File: src/rtl/fetch_unit.sv
// RV32I fetch stage: PC owner, imem request issue, response buffering and redirect flush.
// Optional FETCH_PERF_CNT_EN adds perf_fetched / perf_flushed counters.

module fetch_fifo #(
   parameter int DEPTH = 2,
   parameter int W     = 64
) (
   input  logic                    clk_i,
   input  logic                    rst_i,
   input  logic                    flush_i,
   input  logic                    push_i,
   input  logic [W-1:0]            push_dat_i,
   input  logic                    pop_i,
   output logic                    vld_o,
   output logic [W-1:0]            head_dat_o,
   output logic [$clog2(DEPTH):0]  count_o
);
   localparam int AW = $clog2(DEPTH);

   logic [W-1:0]  mem_q [DEPTH];
   logic [AW-1:0] wr_q, rd_q;
   logic [AW:0]   cnt_q;

   always_ff @(posedge clk_i) begin
      if (rst_i || flush_i) begin
         wr_q  <= '0;
         rd_q  <= '0;
         cnt_q <= '0;
      end else begin
         if (push_i) wr_q <= wr_q + AW'(1);
         if (pop_i)  rd_q <= rd_q + AW'(1);
         cnt_q <= cnt_q + (AW+1)'(push_i) - (AW+1)'(pop_i);
      end
   end

   // Storage needs no reset; the count gates visibility.
   always_ff @(posedge clk_i) begin
      if (push_i && !flush_i) mem_q[wr_q] <= push_dat_i;
   end

   assign vld_o      = (cnt_q != '0);
   assign head_dat_o = mem_q[rd_q];
   assign count_o    = cnt_q;
endmodule

module fetch_unit #(
   parameter logic [31:0] RESET_PC   = 32'h0000_0000,
   parameter int          FIFO_DEPTH = 2
) (
   input  logic        clk,
   input  logic        rst,
   output logic        imem_req_valid,
   input  logic        imem_req_ready,
   output logic [31:0] imem_req_addr,
   input  logic        imem_resp_valid,
   input  logic [31:0] imem_resp_data,
   input  logic        redirect_valid,
   input  logic [31:0] redirect_pc,
   output logic        iword_valid,
   input  logic        iword_ready,
   output logic [31:0] iword,
   output logic [31:0] iword_pc
`ifdef FETCH_PERF_CNT_EN
   ,
   output logic [31:0] perf_fetched,
   output logic [31:0] perf_flushed
`endif
);
   localparam int CW = $clog2(FIFO_DEPTH) + 1;

   logic [31:0]   pc_q, pc_d, resp_pc_q, resp_pc_d, redir_pc;
   logic [CW-1:0] outst_q, outst_d, disc_q, disc_d, fifo_cnt;
   logic [CW:0]   inflight;
   logic [63:0]   head_dat;
   logic          req_fire, pop, resp_drop, resp_keep, fifo_vld;
   logic          unused_low_bits;

   assign unused_low_bits = ^redirect_pc[1:0];
   assign redir_pc        = {redirect_pc[31:2], 2'b00};

   // Outstanding plus buffered never exceeds depth, so every response has a slot.
   assign inflight       = {1'b0, outst_q} + {1'b0, fifo_cnt};
   assign imem_req_valid = !rst && (inflight < (CW+1)'(FIFO_DEPTH));
   assign imem_req_addr  = pc_q;

   assign req_fire  = imem_req_valid & imem_req_ready;
   assign pop       = iword_valid & iword_ready;
   assign resp_drop = imem_resp_valid & (redirect_valid | (disc_q != '0));
   assign resp_keep = imem_resp_valid & ~resp_drop;

   always_comb begin
      pc_d      = pc_q;
      resp_pc_d = resp_pc_q;
      disc_d    = disc_q;
      outst_d   = outst_q + CW'(req_fire) - CW'(imem_resp_valid);
      if (redirect_valid) begin
         pc_d      = redir_pc;
         resp_pc_d = redir_pc;
         disc_d    = outst_d;
      end else begin
         if (req_fire)  pc_d      = pc_q + 32'd4;
         if (resp_keep) resp_pc_d = resp_pc_q + 32'd4;
         if (imem_resp_valid && (disc_q != '0)) disc_d = disc_q - CW'(1);
      end
   end

   always_ff @(posedge clk) begin
      if (rst) begin
         pc_q      <= RESET_PC;
         resp_pc_q <= RESET_PC;
         outst_q   <= '0;
         disc_q    <= '0;
      end else begin
         pc_q      <= pc_d;
         resp_pc_q <= resp_pc_d;
         outst_q   <= outst_d;
         disc_q    <= disc_d;
      end
   end

   fetch_fifo #(.DEPTH(FIFO_DEPTH), .W(64)) u_fifo (
      .clk_i      (clk),
      .rst_i      (rst),
      .flush_i    (redirect_valid),
      .push_i     (resp_keep),
      .push_dat_i ({imem_resp_data, resp_pc_q}),
      .pop_i      (pop),
      .vld_o      (fifo_vld),
      .head_dat_o (head_dat),
      .count_o    (fifo_cnt)
   );

   assign iword_valid = fifo_vld;
   assign iword       = fifo_vld ? head_dat[63:32] : 32'h0;
   assign iword_pc    = fifo_vld ? head_dat[31:0]  : 32'h0;

`ifdef FETCH_PERF_CNT_EN
   logic [31:0] perf_fetched_q, perf_flushed_q, flush_cnt;

   // A word popped in the redirect cycle was delivered, not flushed.
   assign flush_cnt = 32'(resp_drop) +
                      (redirect_valid ? (32'(fifo_cnt) - 32'(pop)) : 32'd0);

   always_ff @(posedge clk) begin
      if (rst) begin
         perf_fetched_q <= '0;
         perf_flushed_q <= '0;
      end else begin
         perf_fetched_q <= perf_fetched_q + 32'(pop);
         perf_flushed_q <= perf_flushed_q + flush_cnt;
      end
   end

   assign perf_fetched = perf_fetched_q;
   assign perf_flushed = perf_flushed_q;
`endif
endmodule

File: config.mk
export PLATFORM = sky130hd
export DESIGN_NAME = fetch_unit
export DESIGN_NICKNAME = d
export VERILOG_FILES = /design/src/rtl/fetch_unit.sv
export SDC_FILE = /design/constraint.sdc
export NUM_CORES = 1
export LEC_CHECK = 0
export ABC_AREA = 1
export BUFFER_PORTS_ARGS = -buffer_cell sky130_fd_sc_hd__buf_2
export CAP_MARGIN = 20
export CORE_ASPECT_RATIO = 0.6
export CORE_MARGIN = 5
export CORE_UTILIZATION = 52
export CTS_BUF_LIST = sky130_fd_sc_hd__clkbuf_2
export CTS_CLUSTER_SIZE = 16
export DETAILED_ROUTE_END_ITERATION = 7
export PLACE_DENSITY = 0.78
export SYNTH_ARGS = -nofsm -noshare
export SYNTH_HDL_FRONTEND = slang
export SYNTH_SLANG_ARGS = --single-unit
File: constraint.sdc
create_clock -name clk -period 4 [get_ports clk]
set_clock_uncertainty 0.1 [all_clocks]
set_input_delay 0.2 -clock clk [delete_from_list [all_inputs] [get_ports clk]]
set_output_delay 0.2 -clock clk [all_outputs]
set_load 0.02 [all_outputs]
Yosys cells after proc, flatten, opt, wreduce, memory -nomap -nowiden
Memory sizes are Yosys's and may differ from the RTL's. A register that Yosys moved wholly into a read port is not among the register bits.
Index checks and enable logic that the tools add are counted.
{"block": "word_totals", "in_bits": 70, "n_memories": 1, "register_bits": 72, "mem_bits_rw": 128}
{"block": "classes", "add_sub_neg": 10, "bitwise_logic": 6, "magnitude_cmp": 1, "mux": 12, "reduce_logical": 12}
{"memory": "u_fifo.mem_q", "depth": 2, "width": 64, "rd": 1, "rd_ports_with_merged_regs": 1, "wr": 1, "line": "20", "text": "logic [W-1:0] mem_q [DEPTH];"}
{"operator": "$mux W32", "count": 6}
{"operator": "$add A32 B3 Y32 const B", "count": 2}
{"operator": "$reduce_bool A2 Y1", "count": 5}
{"operator": "$add A2 B1 Y2", "count": 2}
{"operator": "$and A1 B1 Y1", "count": 4}
{"operator": "$mux W1", "count": 4}
{"operator": "$mux W2", "count": 2}
{"operator": "$sub A2 B1 Y2", "count": 2}
{"operator": "$add A2 B2 Y3", "count": 1}
{"operator": "$logic_and A1 B1 Y1", "count": 3}
{"operator": "$lt A3 B2 Y1 const B", "count": 1}
{"operator": "$add A1 B1 Y1 const B", "count": 2}
{"operator": "$logic_not A1 Y1", "count": 2}
{"operator": "$reduce_or A2 Y1", "count": 1}
{"operator": "$sub A2 B1 Y2 const B", "count": 1}
{"operator": "$logic_or A1 B1 Y1", "count": 1}
{"operator": "$not A1 Y1", "count": 1}
{"operator": "$or A1 B1 Y1", "count": 1}

Depth between registers and ports, before layout
Gate-level depths: netlist of run 1.
{"block": "logic_depth", "ltp_word": 8, "depth_mapped": 14, "mapped_depth_nobuf": 14}

Hierarchy
A second synthesis of run 1 with hierarchy kept.
{"block": "unflattened", "cells_unflattened": 1076, "area_unflattened_um2": 10043.4}
{"mod": "fetch_fifo", "cells_per_inst": 229, "n_inst": 1, "area_per_inst_um2": 5151.2, "seq_area_each_um2": 3943.8}
{"mod": "fetch_unit", "cells_per_inst": 847, "n_inst": 1, "area_per_inst_um2": 4892.2, "seq_area_each_um2": 1281.2}

Worst setup path before layout of run 1
Ideal clock, no wire load.
{"block": "synth_timing", "kind": "reg2reg", "startpoint": "register disc_q[0]", "endpoint": "memory u_fifo.mem_q[0][10], enable pin", "period_less_slack_ns": 4.035, "stages_incl_launch_ff": 7, "setup_ns": 0.484, "path_slack_ns": -0.035, "arrival_ns": 3.451, "path_buffers": 0, "path_cell_list": "dfxtp_1 > inv_1 > ha_1 > nand2_1 > inv_1 > nand2_1 > nor2_1"}
{"block": "synth_between", "elab_chain_len": 8}
{"element": "start: declaration", "line": "72", "text": "logic [CW-1:0] outst_q, outst_d, disc_q, disc_d, fifo_cnt;"}
{"element": "start signal: assignment", "line": "117", "text": "disc_q <= disc_d;"}
{"element": "$reduce_bool A2 Y1", "line": "88", "text": "assign resp_drop = imem_resp_valid & (redirect_valid | (disc_q != '0));"}
{"element": "$or A1 B1 Y1", "line": "88"}
{"element": "$and A1 B1 Y1", "line": "88"}
{"element": "$not A1 Y1", "line": "89", "text": "assign resp_keep = imem_resp_valid & ~resp_drop;"}
{"element": "$and A1 B1 Y1", "line": "89"}
{"element": "$logic_and A1 B1 Y1", "line": "38", "text": "if (push_i && !flush_i) mem_q[wr_q] <= push_dat_i;"}
{"element": "$mux W1", "line": "38"}
{"element": "$mux W1 (not written as such)", "line": "38"}
{"element": "end: declaration", "line": "20"}
No other way between the ends.

Worst setup path after layout of run 1
{"block": "layout_timing", "startpoint": "register u_fifo.cnt_q[0], in the netlist u_fifo.count_o[0]", "endpoint": "register pc_q[8], in the netlist imem_req_addr[8]"}
{"block": "layout_between", "elab_chain_len": 5}
{"element": "start: declaration", "line": "22", "text": "logic [AW:0] cnt_q;"}
{"element": "start signal: assignment", "line": "32", "text": "cnt_q <= cnt_q + (AW+1)'(push_i) - (AW+1)'(pop_i);"}
{"element": "$add A2 B2 Y3", "line": "82", "text": "assign inflight = {1'b0, outst_q} + {1'b0, fifo_cnt};"}
{"element": "$lt A3 B2 Y1", "line": "83", "text": "assign imem_req_valid = !rst && (inflight < (CW+1)'(FIFO_DEPTH));"}
{"element": "$logic_and A1 B1 Y1", "line": "83"}
{"element": "$and A1 B1 Y1", "line": "86", "text": "assign req_fire = imem_req_valid & imem_req_ready;"}
{"element": "$reduce_bool A2 Y1 (no line)"}
{"element": "end signal: assignment", "line": "114", "text": "pc_q <= pc_d;"}
{"element": "end: declaration", "line": "71", "text": "logic [31:0] pc_q, pc_d, resp_pc_q, resp_pc_d, redir_pc;"}
No other way between the ends.
A chain may end at the register's enable or synchronous reset.

==> impl_metrics.yaml, run 1 <==
yosys:
  synth-main-ff-cell: "edfxtp_1"
  synth_edf_count: 124
  syn-mean-instance-area_um2: 8.42
  synthArstFlopShare_pct: 0
  syn_inst: 1101
  ys_types: 39
  synth_warnings: 0
  syn_area_um2: 9270
  yosysSeqAreaShare_pct: 55.1
  ys_ff_latch: 193
worst_setup_path:
  cp_cell_sequence: "nand2_1, inv_1, fa_1, nor3_4, nand2_4, dlygate4sd3_1, nand2_4, inv_2, nand2_1, a31oi_1, dlygate4sd3_1"
  path_max_fanout: 17
  required_ns: 4.64
  crit_buf_inv: 4
  end_kind: "flop"
  cp_top_family: "buffers and inverters"
  critPathKind: "reg -> reg"
  start_kind: "flop"
  cp.arrival_ns: 4.33
  critical-path-max-stage-delay_ns: 0.94
  crit_slowest_cell: "dlygate4sd3_1"
die:
  start_util_pct: 53.5
  die_w_um: 182
  fp.dieH_um: 113
  design.core.area_um2: 17300
  pin_count: 168
  dieArea_um2: 20700
  num_rows: 37
grt:
  track_usage_pct: 24.5
  grt_pass1_wl_mm: 40.5
  grt.overflow.total: 0
  grt_pass1_vias: 7825
  grt_max_degree: 63
  antenna_found_initial: 0
routing:
  drc: 0
  wirelength_mm: 25.8
  vias: 8494
  drtPass1Iterations: 5
  via_per_inst: 5.31
  drt-initial-drc-count: 872
  ant_nets: 0
  routedWlPerCell_um: 16.1
final_layout:
  final_cell_mix: "nand2_1, buf_2, edfxtp_1"
  layout_commonest_cell: "nand2_1"
  diodes: 0
  regArea_um2: 5110
  multi_input_area_um2: 3550
  fin_util_pct: 66.5
  synthToLayoutAreaGrowth_pct: 24.2
  drive_gt1_share_pct: 17.2
  fillCellCount: 1406
  nets: 1431
clocking:
  cts-buffers-inserted: 17
  insertion_delay_ns: 0.75
  cts_max_level: 4
  cts.sinks: 193
  cts_root_buf: "clkbuf_2"
  clockBufferDepth: 2
  cts_tree: "done"
  clkTransAtPathRegs_ns: 0.34
  cts_setup_buffers: 0
sta:
  min_period_ns: 3.69
  final_max_slew_viol_count: 0
  relSlewSlack_pct: 39.6
  tightest_slew_ns: 0.906
  fmaxAchievable_mhz: 271
  tns_ns: 0
  finalHoldViolCount: 0
  fin_ws_ns: 0.306
  fin_crit_sh_pct: 92.3
  rsz0062_at_grt: "false"
  setup-violations-final: 0
  hold-worst-slack_ns: 0.0801
pwr:
  seqPwrFrac_pct: 59.6
  power_frac_comb_pct: 15.0
  peakVddDrop_mv: 0.186
  pwr-share-clk_pct: 25.4
  p_int_mw: 2.66
  leakagePower_nw: 4.83
  switchingPower_mw: 1.22
  switching_share_pct: 31.4
  p_per_area_nw_per_um2: 337
place:
  pre_cts_ws_ns: 1.27
  port-buffer-count: 161
  gp_congestion: 0.956
  place_hpwl_mm: 17.0
run_status:
  status: "completed"
hold_path:
  hold_path_class: "in -> reg"
flow_run:
  drv_cap: 0
final timing paths:
| check | start | to | slack [ns] | cells after the start |
|---|---|---|---|---|
| worst min-delay path | imem_resp_data[30] | u_fifo.mem_q[0][62]$_DFFE_PP_ | 0.08 | 2 |
| worst max register to register | u_fifo.count_o[0]$_SDFF_PP0_ | imem_req_addr[8]$_SDFFE_PP0P_ | 0.31 | 11 |
| worst min register to register | u_fifo.rd_q$_SDFFE_PP0P_ | u_fifo.rd_q$_SDFFE_PP0P_ | 0.40 | 1 |
| worst max-delay path | u_fifo.count_o[0]$_SDFF_PP0_ | imem_req_addr[8]$_SDFFE_PP0P_ | 0.31 | 11 |
stage by stage:
step                instance area (um^2)  power [mW]  instances
floorplan                           9280        2.66       1104
global placement                   10200        2.82       1465
detailed placement                 10200        2.84       1465
CTS                                11500        3.88       1594
global route                       11500        4.06       1600
finish                             11500        3.88       1600
cell families after synthesis:
group / share of synthesized area [%]
flops: 55.1
compound gates: 9.99
buf+inv: 6.94
simple gates: 25.4
xor+xnor: 1.32
fa+ha+maj: 1.16
other cells: 0.0405
per-layer routing:
| layer | vias up | share of wire [%] | GRT usage, % |
|---|---|---|---|
| li1 | 4122 | - | - |
| met3 | 37 | 10 | 5.42 |
| met5 | - | 0 | 0 |
| met2 | 416 | 44 | 37.1 |
| met1 | 3919 | 45 | 36.1 |
| met4 | 0 | 1.4 | 5.85 |
worst reg2reg max path: cells and delay by family, from the launching register on:
family / cells / cell delay (ns)
compound gates: 1 / 0.19
fa+ha+maj: 1 / 0.52
buf+inv: 4 / 1.82
flops: 1 / 0.42
simple gates: 5 / 0.62
flip-flops by register name, indices dropped and copies added (netlist names), named ones only:
| register | count |
|---|---|
| u_fifo.mem_q | 124 |
| imem_req_addr | 30 |
| resp_pc_q | 30 |
| disc_q | 2 |
| outst_q | 2 |
| u_fifo.count_o | 2 |
| u_fifo.rd_q | 1 |
| u_fifo.wr_q | 1 |
repair_timing:
| action | CTS | global route |
|---|---|---|
| hold endpoints to repair | 132 | 11 |
| hold buffers | 97 | 6 |
| resized for setup | 0 | 0 |
cell usage after synthesis (2+ instances only):
master,count,area share [%]
a31oi_1,15,1.0
nor3b_1,2,0.16
xor2_1,10,0.95
nor2_2,9,0.61
nand3_1,63,3.4
clkbuf_1,24,0.97
buf_6,5,0.61
nand2_1,363,15
dfxtp_1,69,15
a21oi_1,112,6.0
inv_2,4,0.16
and2_1,2,0.14
nor2_1,81,3.3
buf_4,5,0.41
or2_2,3,0.20
ha_1,7,0.95
nand3b_1,2,0.16
nand2_4,2,0.24
buf_2,7,0.38
edfxtp_1,124,40
o21ai_0,38,2.1
nor2_4,6,0.73
xnor2_1,4,0.38
inv_1,108,4.4
nand4_1,11,0.74
nor3_1,4,0.22
o22ai_1,2,0.14
nand2_2,4,0.27
o211ai_1,5,0.41
power groups by stage:
stage                     clock network (mW)  logic, mW  registers, mW
after floorplan                            0      0.310           2.35
after global placement                     0      0.479           2.34
after detailed placement                   0      0.492           2.35
after CTS                               1.00      0.569           2.31
after global routing                    1.09      0.640           2.32
final                                  0.983      0.583           2.31
cell type report:
| cell class | instances | share of cell area, % |
|---|---|---|
| Sequential cell | 193 | 44.4 |
| Multi-Input combinational cell | 757 | 30.8 |
| Timing Repair Buffer | 272 | 16.5 |
| Inverter | 112 | 3.65 |
| Tap cell | 234 | 2.54 |
| Clock inverter | 15 | 1.38 |
| Clock buffer | 17 | 0.739 |
(Power assumes the default switching activity.)
==> inputs of run 2 (changes only) <==
--- a/config.mk
+++ b/config.mk
@@ -14,6 +14,7 @@
 export CTS_BUF_LIST = sky130_fd_sc_hd__clkbuf_2
 export CTS_CLUSTER_SIZE = 16
 export DETAILED_ROUTE_END_ITERATION = 7
+export GPL_TIMING_DRIVEN = 0
 export PLACE_DENSITY = 0.78
 export SYNTH_ARGS = -nofsm -noshare
 export SYNTH_HDL_FRONTEND = slang
==> impl_metrics.yaml, run 2 (same netlist as run 1, synthesis figures left out) <==
final_layout:
  final_area_um2: 11800
  synthToLayoutAreaGrowth_pct: 27.8
  layout_commonest_cell: "nand2_1"
  top_register: "u_fifo.mem_q"
  diodes: 0
  fin_util_pct: 68.4
  nets: 1476
  final_cells: 1645
  drive_gt1_share_pct: 17.4
  largest_register_ffs: 124
  final_cell_mix: "nand2_1, buf_2, edfxtp_1"
clocking:
  cts_tree: "done"
  cts_setup_buffers: 0
  clockBufferDepth: 2
  insertion_delay_ns: 0.75
  clkTransAtPathRegs_ns: 0.34
  post_cts_resized: 0
  cts_max_level: 4
  cts.hold.buffers_added: 92
  cts-buffers-inserted: 17
  cts.sinks: 193
  cts_root_buf: "clkbuf_2"
grt:
  track_usage_pct: 26.0
  grt_max_degree: 31
  grt.overflow.total: 0
  grt_pass1_vias: 8117
  grt_pass1_wl_mm: 42.6
  antenna_found_initial: 0
die:
  dieArea_um2: 20700
  die_w_um: 182
  num_rows: 37
  pin_count: 168
  fp.dieH_um: 113
  design.core.area_um2: 17300
  start_util_pct: 53.5
pwr:
  leakagePower_nw: 5.00
  peakVddDrop_mv: 0.200
  p_per_area_nw_per_um2: 333
place:
  gp_congestion: 0.952
  dpl_cell_area_um2: 10500
  place_hpwl_mm: 19.5
  dp.cells: 1502
  port-buffer-count: 160
sta:
  fmaxAchievable_mhz: 328
  tightest_slew_ns: 0.878
  finalHoldViolCount: 0
  min_period_ns: 3.05
  hold-worst-slack_ns: 0.0724
  rsz0062_at_grt: "false"
  fin_crit_sh_pct: 76.2
  relSlewSlack_pct: 41.3
  final_max_slew_viol_count: 0
  tns_ns: 0
  setup-violations-final: 0
hold_path:
  hold_path_class: "in -> reg"
worst_setup_path:
  cp.arrival_ns: 3.65
  critPathKind: "reg -> reg"
  required_ns: 4.61
  cp_cell_sequence: "nand2_1, inv_1, fa_1, nor3_4, nand2_4, nand2_4, o21ai_0, dlygate4sd3_1, inv_1, a21oi_1, dlygate4sd3_1"
  crit_slowest_cell: "dlygate4sd3_1"
  start_kind: "flop"
  end_kind: "flop"
  path_max_fanout: 8
  critical-path-max-stage-delay_ns: 0.59
routing:
  drtPass1Iterations: 8
  ant_nets: 0
  drc: 3
  routedWlPerCell_um: 16.7
  via_per_inst: 5.35
  wirelength_mm: 27.5
  drt-initial-drc-count: 1170
  vias: 8795
flow_run:
  drv_cap: 0
run_status:
  status: "finished, violations left"
  failed_checks: "design-rule violations"
==> run 2: changes by cell type in the layout (fill, tap and decap cells not counted), sizes merged <==
cell / change
clkinv: +1
clkbuf: +24
dlygate4sd3: +8
inv: -1
buf: +13
==> run 2: final timing paths <==
| kind | start | slack [ns] | to | cells past startpoint |
|---|---|---|---|---|
| worst min-delay path | imem_resp_data[17] | 0.07 | u_fifo.mem_q[0][49]$_DFFE_PP_ | 2 |
| worst max register to register | u_fifo.count_o[0]$_SDFF_PP0_ | 0.95 | imem_req_addr[22]$_SDFFE_PP0P_ | 11 |
| worst max-delay path | u_fifo.count_o[0]$_SDFF_PP0_ | 0.95 | imem_req_addr[22]$_SDFFE_PP0P_ | 11 |
| worst min register to register | u_fifo.rd_q$_SDFFE_PP0P_ | 0.36 | flop | 1 |
==> run 2: per-stage QoR <==
stage | power (mW) | setup slack (ns)
after floorplan | 2.66 | 0.999
after global placement | 2.86 | -0.158
after detailed placement | 2.88 | 1.38
after CTS | 3.93 | 0.999
after global routing | 4.12 | 0.789
final | 3.95 | 0.954
==> run 2: layout make-up <==
cell class                 count  area (um^2)
fill                        1401         5470
clock buffer                  17         85.1
inverter                     112          420
clock inverter                15          176
sequential                   193         5100
timing repair buffer         275         2000
buffer                        42          223
multi-input combinational    757         3540
tap                          234          293
==> run 2: worst max-delay path: cells and delay by family, from the launching register on <==
family                     cells  cell delay, ns
AOI/OAI and AO/OA              2            0.15
adders and majority gates      1            0.45
buffers and inverters          4            1.27
DFF                            1            0.42
and+or+nand+nor                4            0.63
==> run 2: routing by layer <==
layer / vias up / part of all wire, % / GRT usage, %
li1: 4216 / - / -
met4: 0 / 1.1 / 4.35
met3: 34 / 11 / 5.93
met2: 459 / 43 / 38.3
met1: 4086 / 45 / 39.9
met5: - / 0 / 0
==> run 2: power breakdown <==
part,switching [mW],internal (mW)
sequential,0.0849,2.23
combinational,0.379,0.246
clock,0.790,0.222
==> inputs of run 3 (changes only) <==
--- a/config.mk
+++ b/config.mk
@@ -10,12 +10,12 @@
 export CAP_MARGIN = 20
 export CORE_ASPECT_RATIO = 0.6
 export CORE_MARGIN = 5
-export CORE_UTILIZATION = 52
+export CORE_UTILIZATION = 58
 export CTS_BUF_LIST = sky130_fd_sc_hd__clkbuf_2
 export CTS_CLUSTER_SIZE = 16
 export DETAILED_ROUTE_END_ITERATION = 7
 export GPL_TIMING_DRIVEN = 0
-export PLACE_DENSITY = 0.78
+export PLACE_DENSITY = 0.83
 export SYNTH_ARGS = -nofsm -noshare
 export SYNTH_HDL_FRONTEND = slang
 export SYNTH_SLANG_ARGS = --single-unit
==> constraint.sdc (replaced) <==
create_clock -name clk -period 3.1 [get_ports clk]
set_clock_uncertainty 0.1 [all_clocks]
set_input_delay 0.155 -clock clk [delete_from_list [all_inputs] [get_ports clk]]
set_output_delay 0.155 -clock clk [all_outputs]
set_load 0.02 [all_outputs]
==> impl_metrics.yaml, run 3 (same netlist as run 1, synthesis figures left out) <==
run_status:
  status: "finished, violations left"
  failed_checks: "design-rule violations"
clocking:
  cts_root_buf: "clkbuf_2"
  cts-buffers-inserted: 17
  cts.sinks: 193
  clockBufferDepth: 2
  cts_tree: "done"
  cts_max_level: 4
  clkTransAtPathRegs_ns: 0.33
  insertion_delay_ns: 0.76
place:
  place_hpwl_mm: 19.2
  port-buffer-count: 160
  gp_congestion: 0.993
grt:
  track_usage_pct: 29.4
  grt.overflow.total: 0
  grt_pass1_wl_mm: 43.4
  grt_pass1_vias: 8258
  grt_max_degree: 33
  antenna_found_initial: 0
routing:
  drc: 15
  vias: 9035
  wirelength_mm: 28.0
  via_per_inst: 5.57
  drt-initial-drc-count: 1354
  routedWlPerCell_um: 17.3
  ant_nets: 0
  drtPass1Iterations: 8
final_layout:
  final_cell_mix: "nand2_1, buf_2, edfxtp_1"
  fin_util_pct: 76.9
  top_register: "u_fifo.mem_q"
  diodes: 0
  synthToLayoutAreaGrowth_pct: 28.6
  layout_commonest_cell: "nand2_1"
  drive_gt1_share_pct: 17.6
  nets: 1485
  largest_register_ffs: 124
sta:
  fmaxAchievable_mhz: 338
  hold-worst-slack_ns: 0.0487
  min_period_ns: 2.96
  fin_crit_sh_pct: 95.5
  rsz0062_at_grt: "false"
  setup-violations-final: 0
  final_max_slew_viol_count: 0
  finalHoldViolCount: 0
  relSlewSlack_pct: 37.7
  tightest_slew_ns: 0.932
worst_setup_path:
  start_kind: "flop"
  r2r_slack_ns: 0.14
  setup.worst_path.start: "outst_q[0]$_SDFF_PP0_"
  required_ns: 3.72
  reg2reg_to: "imem_req_addr[22]$_SDFFE_PP0P_"
  timing.rr.start: "outst_q[0]$_SDFF_PP0_"
  cp.arrival_ns: 3.58
  path_max_fanout: 8
  reg2reg_depth: 11
  end_kind: "flop"
  critPathKind: "reg -> reg"
  crit_end: "imem_req_addr[22]$_SDFFE_PP0P_"
flow_run:
  drv_cap: 0
die:
  die_w_um: 173
  dieArea_um2: 18700
  pin_count: 168
  num_rows: 35
  start_util_pct: 59.8
  design.core.area_um2: 15500
  fp.dieH_um: 108
pwr:
  leakagePower_nw: 5.05
  p_per_area_nw_per_um2: 438
  peakVddDrop_mv: 0.220
hold_path:
  hold_path_class: "in -> reg"
run 3: cell count changes in the layout (fill, tap and decap cells not counted), sizes merged:
cell	previous run	this run
dlygate4sd3	111	118
clkinv	7	3
buf	182	184
bufinv	0	2
clkbuf	41	42
clkinvlp	0	1
run 3: timing repair:
item                                   CTS  global route
resized for setup                        0             4
buffers inserted                         0             3
setup endpoints to repair                0             3
hold buffers                           110             8
endpoints found under the hold margin  133            16
run 3: cell type report:
| cell class | count | area, um^2 |
|---|---|---|
| Sequential cell | 193 | 5110 |
| Clock buffer | 18 | 90.1 |
| Clock inverter | 14 | 189 |
| Timing Repair Buffer | 284 | 2080 |
| Multi-Input combinational cell | 757 | 3550 |
| Fill cell | 1130 | 3590 |
| Buffer | 42 | 224 |
| Inverter | 112 | 420 |
| Tap cell | 203 | 254 |
run 3: worst min path at each step:
| stage | cells past startpoint | slack, ns | to | from |
|---|---|---|---|---|
| floorplan | 0 | 0.15 | u_fifo.mem_q[0][32]$_DFFE_PP_ | imem_resp_data[0] |
| global placement | 1 | 0.24 | u_fifo.mem_q[1][40]$_DFFE_PP_ | imem_resp_data[8] |
| detailed placement | 1 | 0.25 | u_fifo.mem_q[1][50]$_DFFE_PP_ | imem_resp_data[18] |
| CTS | 2 | 0.0007 | u_fifo.mem_q[0][44]$_DFFE_PP_ | imem_resp_data[12] |
| global route | 2 | 0.003 | u_fifo.mem_q[0][44]$_DFFE_PP_ | imem_resp_data[12] |
| finish | 2 | 0.05 | u_fifo.mem_q[0][44]$_DFFE_PP_ | imem_resp_data[12] |
run 3: stage by stage:
| step | power [mW] | area (um^2) | worst slack (ns) | std cells | setup TNS [ns] |
|---|---|---|---|---|---|
| final | 5.21 | 11900 | 0.139 | 1623 | 0 |
| after floorplan | 3.43 | 9280 | 0.0990 | 1104 | 0 |
| after detailed placement | 3.71 | 10400 | 0.418 | 1470 | 0 |
| after global routing | 5.40 | 11900 | 0.0101 | 1623 | 0 |
| after CTS | 5.16 | 11800 | 0.0776 | 1612 | 0 |
| after global placement | 3.68 | 10300 | -0.998 | 1467 | -123.69 |
run 3: routing by layer:
metal | wire length (um) | vias to the layer above | track usage (%)
met1 | 11800 | 4145 | 42.1
met3 | 3550 | 55 | 8.49
li1 | - | 4232 | -
met2 | 12300 | 601 | 45.2
met5 | 23 | - | 0
met4 | 373 | 2 | 6.26
run 3: power by group:
part           switching, mW  total (mW)  internal, mW
registers              0.115        2.99          2.87
clock network          0.974        1.40         0.425
logic                  0.495       0.828         0.332
run 3: critical path, stage by stage, from the launching register on:
cell	delay [ns]
dfxtp_2	0.40
nand2_1	0.06
inv_1	0.05
fa_1	0.48
nor3_4	0.18
nand2_4	0.15
nand2_8	0.13
o21ai_0	0.08
dlygate4sd3_1	0.57
inv_1	0.06
a21oi_1	0.06
dlygate4sd3_1	0.59
